$ cat config.mk
export PLATFORM = sky130hd
export DESIGN_NAME = boid_display_reader
export DESIGN_NICKNAME = d
export VERILOG_FILES = /design/src/rtl/boid_display_reader_pkg.sv /design/src/rtl/boid_swap_ctrl.sv /design/src/rtl/boid_display_reader.sv
export SDC_FILE = /design/constraint.sdc
export NUM_CORES = 1
export LEC_CHECK = 0
export CORE_MARGIN = 3
export CORE_UTILIZATION = 47
export CTS_BUF_LIST = sky130_fd_sc_hd__clkbuf_4 sky130_fd_sc_hd__clkbuf_8
export DETAILED_ROUTE_END_ITERATION = 6
export GPL_TIMING_DRIVEN = 0
export PLACE_DENSITY = 0.79
export SLEW_MARGIN = 0
export SYNTH_ARGS = -nofsm -noshare
export SYNTH_HDL_FRONTEND = slang
export SYNTH_SLANG_ARGS = --single-unit
$ cat constraint.sdc
create_clock -name clock -period 1.8 [get_ports clock]
set_input_delay 0.18 -clock clock [delete_from_list [all_inputs] [get_ports clock]]
set_output_delay 0.18 -clock clock [all_outputs]
set_load 0.05 [all_outputs]
$ cat src/rtl/boid_display_reader_pkg.sv
// Shared constants and swap-FSM encoding for the boid display read side.
package boid_display_reader_pkg;

  localparam int VIDEO_WIDTH         = 640;
  localparam int VIDEO_HEIGHT        = 480;
  localparam int PIXEL_COUNT         = VIDEO_WIDTH * VIDEO_HEIGHT;
  localparam int PIXEL_ADDRESS_WIDTH = 19;

  localparam logic [11:0] RGB_BOID = 12'hFFF;
  localparam logic [11:0] RGB_BG   = 12'h000;

  typedef enum logic [1:0] {
    IDLE = 2'd0,
    REQ  = 2'd1,
    WAIT = 2'd2,
    SWAP = 2'd3
  } swap_state_t;

endpackage

$ cat src/rtl/boid_swap_ctrl.sv
// Frame-end handshake with the display-memory writer: request, wait (with
// timeout), then flip the displayed buffer.
import boid_display_reader_pkg::*;

module boid_swap_ctrl #(
  parameter int TIMEOUT_CYCLES = 65535
) (
  input  logic       clock,
  input  logic       reset,
  input  logic       frame_end,
  input  logic       writer_done,
  output logic       screen_end_out,
  output logic       buf_sel,
  output logic [7:0] missed_frames,
  output logic       timeout_flag
);

  localparam int CNT_W = $clog2(TIMEOUT_CYCLES + 1);

  swap_state_t      state, state_next;
  logic [CNT_W-1:0] tmo_cnt;
  logic             tmo_hit;

  assign tmo_hit        = (tmo_cnt == CNT_W'(TIMEOUT_CYCLES - 1));
  assign screen_end_out = (state == REQ);

  always_comb begin
    state_next = state;
    case (state)
      IDLE:    if (frame_end) state_next = REQ;
      REQ:     state_next = WAIT;
      WAIT:    if (writer_done) state_next = SWAP;
               else if (tmo_hit) state_next = IDLE;
      SWAP:    state_next = IDLE;
      default: state_next = IDLE;
    endcase
  end

  always_ff @(posedge clock or posedge reset) begin
    if (reset) begin
      state         <= IDLE;
      tmo_cnt       <= '0;
      buf_sel       <= 1'b0;
      missed_frames <= 8'd0;
      timeout_flag  <= 1'b0;
    end else begin
      state <= state_next;

      if (state == REQ)
        tmo_cnt <= '0;
      else if (state == WAIT && !tmo_hit)
        tmo_cnt <= tmo_cnt + 1'b1;

      // buf_sel flips on the edge that enters SWAP, so it is stable for the
      // whole SWAP cycle; writer_done has priority over a coincident timeout.
      if (state_next == SWAP && state == WAIT) begin
        buf_sel      <= ~buf_sel;
        timeout_flag <= 1'b0;
      end else if (state == WAIT && tmo_hit) begin
        timeout_flag <= 1'b1;
      end

      if (frame_end && state != IDLE && missed_frames != 8'hFF)
        missed_frames <= missed_frames + 8'd1;
    end
  end

endmodule

$ cat src/rtl/boid_display_reader.sv
// Scan-position to display-RAM address generation, latency-aligned colour
// output, and the buffer swap handshake toward the writer.
import boid_display_reader_pkg::*;

module boid_display_reader #(
  parameter int          VIDEO_WIDTH    = boid_display_reader_pkg::VIDEO_WIDTH,
  parameter int          VIDEO_HEIGHT   = boid_display_reader_pkg::VIDEO_HEIGHT,
  parameter int          ADDR_WIDTH     = 19,
  parameter int          RAM_LATENCY    = 1,
  parameter logic [11:0] BOID_COLOR     = RGB_BOID,
  parameter logic [11:0] BG_COLOR       = RGB_BG,
  parameter int          TIMEOUT_CYCLES = 65535
) (
  input  logic                  clock,
  input  logic                  reset,
  input  logic [9:0]            pix_x,
  input  logic [8:0]            pix_y,
  input  logic                  pix_active,
  input  logic                  frame_end,
  output logic [ADDR_WIDTH-1:0] read_addr,
  input  logic                  read_data,
  output logic [11:0]           rgb_out,
  output logic                  screen_end_out,
  input  logic                  writer_done,
  output logic                  buf_sel,
  output logic [7:0]            missed_frames,
  output logic                  timeout_flag
);

  logic                  in_range;
  logic [ADDR_WIDTH-1:0] addr_calc;
  logic [RAM_LATENCY:0]  vld_pipe;

  assign in_range  = pix_active && (int'(pix_x) < VIDEO_WIDTH) && (int'(pix_y) < VIDEO_HEIGHT);
  assign addr_calc = ADDR_WIDTH'(pix_x) + ADDR_WIDTH'(pix_y) * ADDR_WIDTH'(VIDEO_WIDTH);

  // vld_pipe[0] tracks read_addr; vld_pipe[RAM_LATENCY] lines up with read_data.
  always_ff @(posedge clock or posedge reset) begin
    if (reset) begin
      read_addr <= '0;
      vld_pipe  <= '0;
      rgb_out   <= BG_COLOR;
    end else begin
      if (in_range) read_addr <= addr_calc;
      vld_pipe <= {vld_pipe[RAM_LATENCY-1:0], in_range};
      rgb_out  <= (vld_pipe[RAM_LATENCY] && read_data) ? BOID_COLOR : BG_COLOR;
    end
  end

  boid_swap_ctrl #(
    .TIMEOUT_CYCLES(TIMEOUT_CYCLES)
  ) u_swap_ctrl (
    .clock          (clock),
    .reset          (reset),
    .frame_end      (frame_end),
    .writer_done    (writer_done),
    .screen_end_out (screen_end_out),
    .buf_sel        (buf_sel),
    .missed_frames  (missed_frames),
    .timeout_flag   (timeout_flag)
  );

endmodule

==> results.md, run 1 <==
- Yosys printed 0 warnings.
- The initial utilization of the core area, before any placement, comes to 49.0%.
- The relative slew slack is 64.2%.
- The final reports fail on negative setup slack.
- The final routed DRC violation total is 0.
- The number of pins exceeding their max-slew limit in the final report is 0.
- The fraction of registers with async set or reset after synthesis is 100%.
- The register area is 1260 µm².
- For this design, the CTS-stage hold fixing added 0 buffers.
- The critical path capture point type is a flop.
- The remaining global-route overflow is 0.
- The count of nets left with antenna violations once routing finished came out at 0.
- Across all register-to-register paths, the minimum setup slack is 0 ps.
- The area used by multi-input combinational logic is 1910 µm².
- Using the TritonRoute via totals, the vias-per-cell ratio works out to 5.44.
- Of the available clock period, the critical path in the final layout requires 117%.
- The number of placed instances, taps included, is 453.
- The die covers 7220 µm².
- In this run the core area contains 28 standard-cell rows.
- After clock tree synthesis, the clock-pin slew on the worst setup and hold paths is 90 ps.
- The startpoint of the lowest-slack register-to-register path is u_swap_ctrl.tmo_cnt[7].
- The endpoint identified for the worst register-to-register timing path is u_swap_ctrl.tmo_cnt[12].
- At the later pin of the worst-skew pair, clock insertion delay measures 300 ps.
- Ranked by instance count, the synthesized netlist is headed by sky130_fd_sc_hd__dfrtp_1 (50), sky130_fd_sc_hd__nand2_1 (48), sky130_fd_sc_hd__nor2_1 (24).
- The number of clock buffers added by TritonCTS is 5.
- The required time at the endpoint of the critical path is 2020 ps.
- The netlist area before placement is 2930 µm².
- After synthesis, the largest area contributor takes up 42.7% of total cell area.
- The first global-routing pass estimated 12300 µm of wire.
- The count of endpoints failing hold in the final timing report is 0.
- From synthesis to final layout, the design area changed by 49.3%.
- The final-layout fill cell count is 410.
- The detailed router finished its first iteration with 139 violations.
- The overall fraction of global-route tracks in use is 20.6%.
- At the end of routability-driven placement, the weighted congestion stood at 0.849.
- The routed layout has 2648 vias.
- Wires add up to 7630 µm.
- Sorting the synthesized cells by area gives the leading types as sky130_fd_sc_hd__dfrtp_1 (43%), sky130_fd_sc_hd__ha_1 (8.5%), sky130_fd_sc_hd__nand2_1 (6.1%).
- The flow ran to the end, but the final reports show violations.
- For the pin with the worst max-slew slack, the measured transition is 535 ps.
- STA puts the critical path data arrival time at 2330 ps.
- 67 I/O pins were placed.
- The clock passes through at most 2 buffers.
- Summed over all cells, the static leakage comes to 0.00195 µW.
- CTS built an H-tree with a depth of 2.
- After the last flow step, the layout net total stands at 458.
- Among all flip-flop cells after synthesis, the most frequent one is sky130_fd_sc_hd__dfrtp_1.
- The clock sink count is 50.
- The number of enable flip-flop cells after synthesis is 0.
- The number of nets handed over by synthesis was 358.
- The maximum number of pins on one net before global-route repair is 45.
- The area of the core region is 5990 µm².
- The worst setup margin is -311 ps.
- The worst setup skew after layout is 7.85 ps.
- The setup path with the least slack is of type in -> reg.
- The count of antenna diodes in the layout is 0.
- Summing the sequential cell areas from Yosys gives 42.7% of the chip area.
- Total power for the finished layout comes to 4770 µW.
- The max-cap check violation count is 0.
- The die is 85.0 µm wide.
- The root buffer cell chosen for the clock tree is sky130_fd_sc_hd__clkbuf_8.
- The worst hold path belongs to the class in -> async.
- The cell taking the most area after synthesis is sky130_fd_sc_hd__dfrtp_1.
- The routed design could run at a clock period as short as 2110 ps.
- The final cell count without fillers is 487.
- For this run, the detailed router's first-pass iteration total came to 4.
- The via count of the first global-routing pass is 2570.
- Along the worst path, the maximum fanout reaches 4.
- Based on the critical path, the design can be clocked at up to 474 MHz.
- Counting distinct cell types in the post-synthesis netlist gives 47.
- The power density relative to cell area is 1090 nW/µm².
- At the placement stage, the worst setup path has a slack of -1130 ps.
- The synthesized design contains 50 register bits.
- The most instantiated library cell after synthesis is sky130_fd_sc_hd__dfrtp_1.
- The HPWL after detailed placement is 4890 µm.
- The height of the die is 85.0 µm.
- Synthesis handed over a netlist of 311 instances.
- Setup violations remaining at the end of the flow were counted as 6.
- The wire length per cell is 15.7 µm.
- The initial antenna violation count was 0.
- Setup repair after global routing could not meet its margin everywhere.
- The depth of the worst register-to-register path is 8.
- TritonCTS built the clock tree.
- Of the cells placed in the final design, the portion with a size suffix greater than 1 is 27.2%.
- After routing, the total negative slack on setup checks comes to -1250 ps.
- The worst setup path is launched from an input port.
- The peak supply drop is 0.000839 V.
- The count of input and output buffers is 66.
- The average instance in the mapped netlist occupies 9.43 µm².
-- logic make-up after synthesis --
group / count (synthesis) / synth area share, %
XOR/XNOR: 23 / 6.87
AND/OR/NAND/NOR: 125 / 20.6
buffers and inverters: 28 / 5.38
multiplexers: 3 / 1.07
AO/OA/AOI/OAI: 60 / 13.5
adder cells (fa/ha/maj): 22 / 9.90
flip-flops: 50 / 42.7
-- metrics by stage --
step | util (%) | instance area (µm²) | hold slack (ps)
global placement | 62.4 | 3740 | 331
global route | 73.1 | 4380 | 87.3
CTS | 69.9 | 4190 | 87.6
finish | 73.1 | 4380 | 82.9
detailed placement | 62.8 | 3760 | 336
floorplan | - | 2990 | 266
-- flip-flops by register name, summed over array words and instances, names as in the netlist --
| register | count |
|---|---|
| u_swap_ctrl.tmo_cnt | 16 |
| u_swap_ctrl.buf_sel | 1 |
| read_addr | 19 |
| rgb_out | 1 |
| vld_pipe | 2 |
| u_swap_ctrl.state | 2 |
| u_swap_ctrl.missed_frames | 8 |
| u_swap_ctrl.timeout_flag | 1 |
-- cell usage in the layout (no fill, tap or decap), types with 4 or more instances in the layout --
cell	instances
sky130_fd_sc_hd__nor2_4	4
sky130_fd_sc_hd__nor2_1	21
sky130_fd_sc_hd__ha_1	6
sky130_fd_sc_hd__xor2_1	9
sky130_fd_sc_hd__dfrtp_2	4
sky130_fd_sc_hd__buf_6	5
sky130_fd_sc_hd__nand2_1	48
sky130_fd_sc_hd__ha_4	13
sky130_fd_sc_hd__nor3_1	4
sky130_fd_sc_hd__inv_1	10
sky130_fd_sc_hd__o21ai_0	11
sky130_fd_sc_hd__buf_2	4
sky130_fd_sc_hd__clkbuf_8	6
sky130_fd_sc_hd__dfrtp_1	46
sky130_fd_sc_hd__buf_4	33
sky130_fd_sc_hd__nand4_1	11
sky130_fd_sc_hd__clkbuf_2	4
sky130_fd_sc_hd__o31ai_1	4
sky130_fd_sc_hd__nand3_1	9
sky130_fd_sc_hd__and3_1	5
sky130_fd_sc_hd__xnor2_1	11
sky130_fd_sc_hd__clkdlybuf4s50_1	42
sky130_fd_sc_hd__dlygate4sd2_1	14
sky130_fd_sc_hd__a31oi_1	4
sky130_fd_sc_hd__o21ai_1	18
-- per-layer routing --
layer	wire length, µm	up-vias	track usage [%]
li1	-	1284	-
met1	3020	1278	24.7
met2	4170	71	37.9
met3	283	15	3.50
met4	155	0	5.76
met5	0	-	0
-- worst max path at each step --
| stage | slack, ps | endpoint | start |
|---|---|---|---|
| floorplan | -330 | read_addr[17] | pix_y[1] |
| global placement | -1110 | read_addr[17] | pix_y[1] |
| finish | -310 | read_addr[18] | pix_y[3] |
| global route | -360 | read_addr[18] | pix_y[3] |
| CTS | -360 | read_addr[17] | pix_y[3] |
| detailed placement | -1130 | read_addr[17] | pix_y[1] |
-- cell type report --
cell class              count  area share [%]
inverters                  11           0.943
multi-input cells         234            43.7
well taps                  75            2.14
flip-flops and latches     50            28.7
clock inverters             1           0.114
repair buffers             92            19.6
clock buffers               7            2.06
plain buffers              17            2.83
-- critical path, cell delays in order --
cell                       delay [ps]
sky130_fd_sc_hd__buf_8            100
sky130_fd_sc_hd__ha_4             230
sky130_fd_sc_hd__ha_4             160
sky130_fd_sc_hd__fa_2             390
sky130_fd_sc_hd__a211oi_4         290
sky130_fd_sc_hd__buf_4            180
sky130_fd_sc_hd__nor2_4            40
sky130_fd_sc_hd__xor2_2           170
sky130_fd_sc_hd__buf_4            160
sky130_fd_sc_hd__and3_1           190
sky130_fd_sc_hd__nand3_2           70
sky130_fd_sc_hd__a31oi_1          170
-- repair_timing --
| action | in CTS | in global routing |
|---|---|---|
| pin swaps | 19 | 15 |
| resized for setup | 86 | 30 |
| cloned | 0 | 1 |
| setup endpoints to repair | 39 | 36 |
| buffers inserted | 16 | 10 |
| hold endpoints to repair | 0 | 0 |
-- report_power, final --
group / internal [µW] / switching, µW / leakage, µW / total (µW)
combinational: 1010 / 1540 / 0.00126 / 2550
clock: 326 / 361 / 0.0000517 / 687
sequential: 1350 / 186 / 0.000640 / 1540
total: 2690 / 2080 / 0.00195 / 4770
No activity file was read; power rests on OpenSTA's default activity.
==> inputs of run 2 (changes only) <==
--- a/config.mk
+++ b/config.mk
@@ -5,12 +5,14 @@
 export SDC_FILE = /design/constraint.sdc
 export NUM_CORES = 1
 export LEC_CHECK = 0
+export CORE_ASPECT_RATIO = 0.5
 export CORE_MARGIN = 3
 export CORE_UTILIZATION = 47
 export CTS_BUF_LIST = sky130_fd_sc_hd__clkbuf_4 sky130_fd_sc_hd__clkbuf_8
 export DETAILED_ROUTE_END_ITERATION = 6
 export GPL_TIMING_DRIVEN = 0
 export PLACE_DENSITY = 0.79
+export SETUP_SLACK_MARGIN = 0.1
 export SLEW_MARGIN = 0
 export SYNTH_ARGS = -nofsm -noshare
 export SYNTH_HDL_FRONTEND = slang
==> results.md, run 2 (synthesis gave the netlist of run 1 again) <==
- The shortest clock period the worst path allows after layout came to 2050 ps (-60.2 ps).
- The placed wire-length estimate is 5110 µm (+4.5%).
- The reg-to-reg setup timing slack is -20 ps (-20 ps).
- The total clock buffers created by CTS is 5 (unchanged).
- The arrival time reported for the critical path endpoint came to 2300 ps (-30 ps).
- The startpoint identified for the worst register-to-register timing path is u_swap_ctrl.tmo_cnt[11].
- The final routed DRC violation total was 0 (unchanged).
- The remaining global-route overflow is 0 (unchanged).
- The via count of the first global-routing pass is 2576 (+0.23%).
- The area of the core region was 5750 µm² (-4.0%).
- The share of final-layout standard cells stronger than drive strength 1 came to 31.4% (+4.2 points).
- The critical path capture point type is a flop.
- The floorplan die area is 7280 µm² (+0.79%).
- The remaining number of nets flagged by the antenna check after routing is 0 (unchanged).
- The initial antenna violation count is 0 (unchanged).
- Setup repair after global routing could not meet its margin everywhere.
- The worst setup path is of the in -> reg kind.
- The number of pins exceeding their max-slew limit in the final report came to 0 (unchanged).
- The final net count is 460 (+0.44%).
- In the final layout, the registers with the most flip-flops are read_addr (19), u_swap_ctrl.tmo_cnt (16), u_swap_ctrl.missed_frames (8).
- The count of endpoints failing hold in the final timing report is 0 (unchanged).
- The clock-pin slew reported for the worst setup and hold paths after clock tree synthesis is 90 ps (about the same).
- The number of setup violations in the final report is 11 (+5).
- The final reports fail on negative setup slack.
- The overall fraction of global-route tracks in use was 20.5% (-0.13 points).
- The required time at the endpoint of the critical path is 2050 ps (+30 ps).
- The horizontal extent of the die was 118 µm (+38%).
- The highest clock frequency the design can meet is 488 MHz (+2.9%).
- The classification of the worst-slack hold path is in -> async.
- The leading cell type in the layout, fill and taps excluded is sky130_fd_sc_hd__nand2_1.
- The site row count is 19 (-32%).
- The cts-stage hold buffer count is 0 (unchanged).
- STA classifies the critical path startpoint as an input port.
- The later-pin clock latency in the skew report is 310 ps (about the same).
- The ratio of routed vias to standard cells was 5.29 (-2.7%).
- The run finished, with violations left.
- The starting density of the core came to 51.0% (+2.0 points).
- The number of buffers between clock root and the deepest sink is 2 (unchanged).
- The count of antenna diodes in the layout is 0 (unchanged).
- The TritonCTS clock tree is built.
- The share of the clock period used by the worst path after layout was 114% (-3.3 points).
- The depth of the worst register-to-register path is 7 (-1).
- The most flop-heavy register is read_addr.
- Compared with the post-synthesis result, the final layout area differs by 48.7%.
- The final-layout fill cell count is 385 (-6.1%).
- The relative slew slack was 63.7% (-0.46 points).
- The wire length per cell is 15.2 µm (-3.2%).
- The worst-path maximum fanout is 3 (-1).
- The count of input and output buffers is 66 (unchanged).
- The final core area utilization was 75.8% (+2.7 points).
- The worst setup margin came to -251 ps (+60.2 ps).
- The cell sitting at the root of the clock tree is a sky130_fd_sc_hd__clkbuf_8.
- The number of flip-flops under the largest register name is 19 (unchanged).
- The height of the die came to 61.9 µm (-27%).
- The final cell count without fillers came to 498 (+2.3%).
- The worst setup skew after layout came to 4.25 ps (-3.60 ps).
- The max-cap check violation count is 0 (unchanged).
- The instance count after placement with tap cells included came to 462 (+2.0%).
- The routability congestion estimate from global placement is 0.863 (+1.6%).
- The library cells used most frequently in the layout, excluding fill and tap cells, are sky130_fd_sc_hd__nand2_1 (48), sky130_fd_sc_hd__dfrtp_1 (45), sky130_fd_sc_hd__buf_4 (39), sky130_fd_sc_hd__clkdlybuf4s50_1 (23), sky130_fd_sc_hd__o21ai_1 (20).
- The clock sink count is 50 (unchanged).
- The static power due to leakage is 0.00208 µW (+6.2%).
- The total I/O pin count came to 67 (unchanged).
- The detailed-route wire length came to 7550 µm (-0.98%).
- The maximum number of pins on one net before global-route repair is 42 (-6.7%).
- The worst-case hold slack was 108 ps (+24.8 ps).
- The power density relative to cell area is 1100 nW/µm² (+0.65%).
- The total via count in the routed design was 2636 (-0.45%).
- The pin slew with the least headroom to its limit was 543 ps (+7.69 ps).
- The number of detailed-route iterations in the first pass was 4 (unchanged).
- The peak supply drop came to 0.000515 V (-39%).
- The first-pass GRT wire length is 12100 µm (-1.6%).
- The endpoint identified for the worst register-to-register timing path is u_swap_ctrl.tmo_cnt[13].
- The count of H-tree levels built during CTS is 2 (unchanged).
- The number of DRC markers after the initial detailed-route iteration is 195 (+40%).
==> run 2: cell count changes in the layout (fill, tap and decap cells not counted), sizes merged, moves of 3 or more <==
cell,change
buf,+3
clkbuf,+5
clkdlybuf4s15,+4
clkdlybuf4s50,-19
dlygate4sd2,-3
dlymetal6s2s,+12
==> run 2: critical path: stages <==
cell and delay, ps:
sky130_fd_sc_hd__buf_8 110, sky130_fd_sc_hd__ha_4 240, sky130_fd_sc_hd__ha_4 160, sky130_fd_sc_hd__fa_2 420
sky130_fd_sc_hd__a211oi_4 290, sky130_fd_sc_hd__o21ai_2 90, sky130_fd_sc_hd__a211oi_2 240, sky130_fd_sc_hd__nand4_1 170
sky130_fd_sc_hd__or3_1 340, sky130_fd_sc_hd__nand3_1 70
==> run 2: worst max path at each step <==
stage                     startpoint       endpoint  slack (ps)  cells after the start
after detailed placement    pix_y[1]  read_addr[17]       -1160                     10
final                       pix_y[3]  read_addr[17]        -250                     10
after global placement      pix_y[1]  read_addr[17]       -1050                     10
after global routing        pix_y[3]  read_addr[17]        -320                     10
after CTS                   pix_y[3]  read_addr[17]        -330                     10
after floorplan             pix_y[1]  read_addr[17]        -330                      9
==> run 2: per-stage QoR <==
step           power, µW  instance area [µm²]  setup WS (ps)  TNS (ps)
5_1_grt             5050                 4360           -321     -2260
4_1_cts             4750                 4300           -330      -769
2_1_floorplan       3040                 3010           -325      -977
6_report            4790                 4360           -251      -971
3_5_place_dp        3730                 3800          -1160    -10460
3_3_place_gp        3650                 3780          -1050    -32390
==> run 2: final cells by class <==
cell class              count  area, µm²  share of cell area [%]
multi-input cells         233       1850                    42.4
flip-flops and latches     50       1260                    28.8
repair buffers             95        870                    19.9
plain buffers              17        125                    2.87
well taps                  84        105                    2.41
clock buffers               6       76.3                    1.75
inverters                  11       41.3                   0.947
clock inverters             2       37.5                   0.861
==> run 2: what timing repair did <==
action / 4_1_cts / 5_1_grt
pin swaps: 25 / 17
gates cloned: 1 / 0
resized for setup: 115 / 33
buffers inserted: 24 / 4
endpoints found under the setup margin: 47 / 55
==> run 2: layer usage <==
metal / part of all wire, % / global-route usage (%)
met1: 41 / 23.2
met2: 54 / 41.8
met3: 3.3 / 3.71
met4: 1.4 / 5.50
met5: 0 / 0
==> run 2: power by group <==
part	total (µW)	internal (µW)	switching [µW]
sequential	1550	1360	197
clock	801	430	371
combinational	2430	932	1500
total	4790	2720	2070
==> inputs of run 3 (changes only) <==
--- a/config.mk
+++ b/config.mk
@@ -12,6 +12,7 @@
 export DETAILED_ROUTE_END_ITERATION = 6
 export GPL_TIMING_DRIVEN = 0
 export PLACE_DENSITY = 0.79
+export REMOVE_ABC_BUFFERS = 1
 export SETUP_SLACK_MARGIN = 0.1
 export SLEW_MARGIN = 0
 export SYNTH_ARGS = -nofsm -noshare
==> results.md, run 3 (synthesis gave the netlist of run 1 again) <==
- The flow ran to the end, but the final reports show violations.
- The final reports fail on negative setup slack.
- The worst setup path is launched from an input port.
- The count of endpoints failing hold in the final timing report is 0 (unchanged).
- The share of total power consumed by net switching came to 45.6% (+2.4 points).
- The total via count in the routed design came to 2883 (+9.4%).
- The worst slack after detailed placement is -1350 ps (-191 ps).
- The count of H-tree levels built during CTS is 2 (unchanged).
- The arrival time reported for the critical path endpoint is 2400 ps (+100 ps).
- The routability congestion estimate from global placement is 0.876 (+1.6%).
- The share of total power in the clock network is 12.7% (-4.0 points).
- The number of detailed-route iterations in the first pass is 5 (+1).
- The total I/O pin count is 67 (unchanged).
- The final net count came to 464 (+0.87%).
- The leading cell type in the layout, fill and taps excluded is sky130_fd_sc_hd__dfrtp_1.
- The final routed DRC violation total is 0 (unchanged).
- The number of flip-flops under the largest register name was 19 (unchanged).
- The total clock buffers created by CTS is 5 (unchanged).
- The required time at the endpoint of the critical path is 2050 ps (about the same).
- The worst setup margin is -351 ps (-100 ps).
- The proportion of power drawn by flip-flops and latches is 30.3% (-2.2 points).
- The clock sink count is 50 (unchanged).
- The cell repeated most along the worst path is sky130_fd_sc_hd__ha_4.
- The clock-pin slew reported for the worst setup and hold paths after clock tree synthesis is 90 ps (about the same).
- The via count of the first global-routing pass is 2538 (-1.5%).
- The remaining global-route overflow came to 0 (unchanged).
- The initial antenna violation count is 0 (unchanged).
- The static power due to leakage is 0.00209 µW (+0.88%).
- The number of setup violations in the final report came to 15 (+4).
- The relative slew slack came to 61.2% (-2.6 points).
- The maximum number of pins on one net before global-route repair is 30 (-29%).
- In the final layout, the registers with the most flip-flops are read_addr (19), u_swap_ctrl.tmo_cnt (16), u_swap_ctrl.missed_frames (8).
- Relative to the synthesized area, the layout overhead comes to 56.7%.
- The first-pass GRT wire length is 12200 µm (+0.74%).
- TritonCTS built the clock tree.
- The floorplan die area was 7280 µm² (unchanged).
- The horizontal extent of the die was 118 µm (unchanged).
- The site row count came to 19 (unchanged).
- The remaining number of nets flagged by the antenna check after routing was 0 (unchanged).
- The detailed-route wire length was 9310 µm (+23%).
- The worst setup skew after layout is 9.05 ps (+4.80 ps).
- The switching power of the nets is 2340 µW (+13%).
- The power density relative to cell area is 1120 nW/µm² (+1.8%).
- The share of the clock period used by the worst path after layout was 119% (+5.6 points).
- Traced cell by cell, the critical path runs through buf_8, ha_4, ha_4, fa_2, a211oi_4, o21ai_2, a211oi_2, nand4_1, or3_1, nand3_1.
- The number of DRC markers after the initial detailed-route iteration is 208 (+6.7%).
- The peak supply drop is 0.000562 V (+9.1%).
- The pin slew with the least headroom to its limit was 581 ps (+38.4 ps).
- The worst hold path belongs to the class in -> reg.
- Setup repair after global routing could not meet its margin everywhere.
- The wire length per cell is 18.6 µm (+22%).
- The worst setup path is captured at a flop.
- The kind of cell adding the most delay to the critical path is adder cells.
- The area of the core region is 5750 µm² (unchanged).
- The max-cap check violation count is 0 (unchanged).
- The top cell types in the final layout, fill and taps aside, are sky130_fd_sc_hd__dfrtp_1 (49), sky130_fd_sc_hd__nand2_1 (47), sky130_fd_sc_hd__buf_4 (41), sky130_fd_sc_hd__clkdlybuf4s50_1 (29), sky130_fd_sc_hd__dlygate4sd2_1 (19).
- The placed wire-length estimate was 4930 µm (-3.5%).
- The shortest clock period the worst path allows after layout came to 2150 ps (+100 ps).
- The number of pins exceeding their max-slew limit in the final report was 0 (unchanged).
- The most flop-heavy register is read_addr.
- The count of antenna diodes in the layout is 0 (unchanged).
- The number of buffers between clock root and the deepest sink is 2 (unchanged).
- The highest clock frequency the design can meet came to 465 MHz (-4.7%).
- The buffer type at the clock tree root is sky130_fd_sc_hd__clkbuf_8.
- The share of final-layout standard cells stronger than drive strength 1 came to 34.5% (+3.1 points).
- The ratio of routed vias to standard cells came to 5.75 (+8.7%).
- The kind of critical path is in -> reg.
- The cell-internal power was 2790 µW (+2.7%).
- The sum of buffers and inverters on the critical path came to 1 (unchanged).
- The starting density of the core came to 51.0% (unchanged).
- The worst-case hold slack is 234 ps (+126 ps).
- The height of the die is 61.9 µm (unchanged).
- The count of input and output buffers is 66 (unchanged).
- The critical path's largest stage delay is 380 ps (-40 ps).
- The final core area utilization is 79.9% (+4.1 points).
- The overall fraction of global-route tracks in use is 20.9% (+0.38 points).
- The final-layout fill cell count is 335 (-13%).
- The master of the slowest instance on the critical path is sky130_fd_sc_hd__fa_2.
- The relative contribution of combinational cells to total power is 57.0% (+6.2 points).
- The later-pin clock latency in the skew report is 310 ps (about the same).
- The worst-path maximum fanout was 3 (unchanged).
==> run 3: cell types whose count changed in the layout (fill, tap and decap cells not counted), sizes merged <==
cell / delta
clkbuf: -11
buf: +8
dlygate4sd2: +8
clkdlybuf4s50: +6
dlymetal6s2s: -6
clkdlybuf4s15: -3
clkinv: +2
bufinv: -1
inv: -1
nor2: +1
==> run 3: final cells by class <==
| type | instances | area (µm²) | area share (%) |
|---|---|---|---|
| sequential | 50 | 1250 | 27.3 |
| clock buffer | 5 | 68.8 | 1.50 |
| multi-input combinational | 234 | 2060 | 44.9 |
| timing repair buffer | 115 | 1050 | 22.9 |
| clock inverter | 2 | 10.0 | 0.218 |
| tap | 84 | 105 | 2.29 |
| inverter | 11 | 45.0 | 0.980 |
==> run 3: worst paths after layout <==
check,from,endpoint,slack [ps],cells past startpoint
worst max-delay path,pix_y[1],read_addr[17],-350,10
worst min-delay path,pix_y[8],read_addr[18],230,3
worst max register to register,u_swap_ctrl.tmo_cnt[0],u_swap_ctrl.tmo_cnt[15],-140,8
worst min register to register,vld_pipe[0],vld_pipe[1],370,0
max in group asynchronous,reset,u_swap_ctrl.missed_frames[2],1020,3
min in group asynchronous,reset,read_addr[6],240,2
==> run 3: timing repair <==
item / CTS / global route
pin swaps: 25 / 48
buffers inserted: 23 / 25
endpoints found under the hold margin: 0 / 0
gates cloned: 0 / 1
endpoints found under the setup margin: 62 / 43
gates resized for setup: 106 / 74
hold buffers: 0 / 0
==> run 3: routing by layer <==
layer  vias up  routed length, µm  GRT usage, %
met4         0                331          8.50
met2       120               4930          42.9
li1       1300                  -             -
met3        42                468          3.80
met1      1421               3580          22.4
met5         -                  0             0
==> run 3: metrics by stage <==
step	std cells	total power, µW	area (µm²)	setup TNS [ps]
final	501	5130	4600	-1690
after global routing	501	5360	4600	-2740
after CTS	475	4500	4120	-836
after detailed placement	445	3600	3610	-17920
after global placement	444	3530	3580	-38410
after floorplan	294	2930	2820	-29820
==> run 3: power groups by stage <==
stage / clock, µW / combinational (µW) / sequential, µW
floorplan: 0 / 773 / 2160
global route: 701 / 3070 / 1580
finish: 653 / 2920 / 1560
detailed placement: 0 / 2040 / 1570
CTS: 637 / 2340 / 1530
global placement: 0 / 1980 / 1550
==> run 3: worst reg2reg max path, stage by stage (launching register included) <==
cell and delay, ps:
sky130_fd_sc_hd__dfrtp_1 410, sky130_fd_sc_hd__inv_1 70, sky130_fd_sc_hd__ha_2 180, sky130_fd_sc_hd__nand4_1 160, sky130_fd_sc_hd__buf_4 160, sky130_fd_sc_hd__nor2_4 40, sky130_fd_sc_hd__a21boi_4 300, sky130_fd_sc_hd__nand4_1 220
sky130_fd_sc_hd__o31ai_1 310
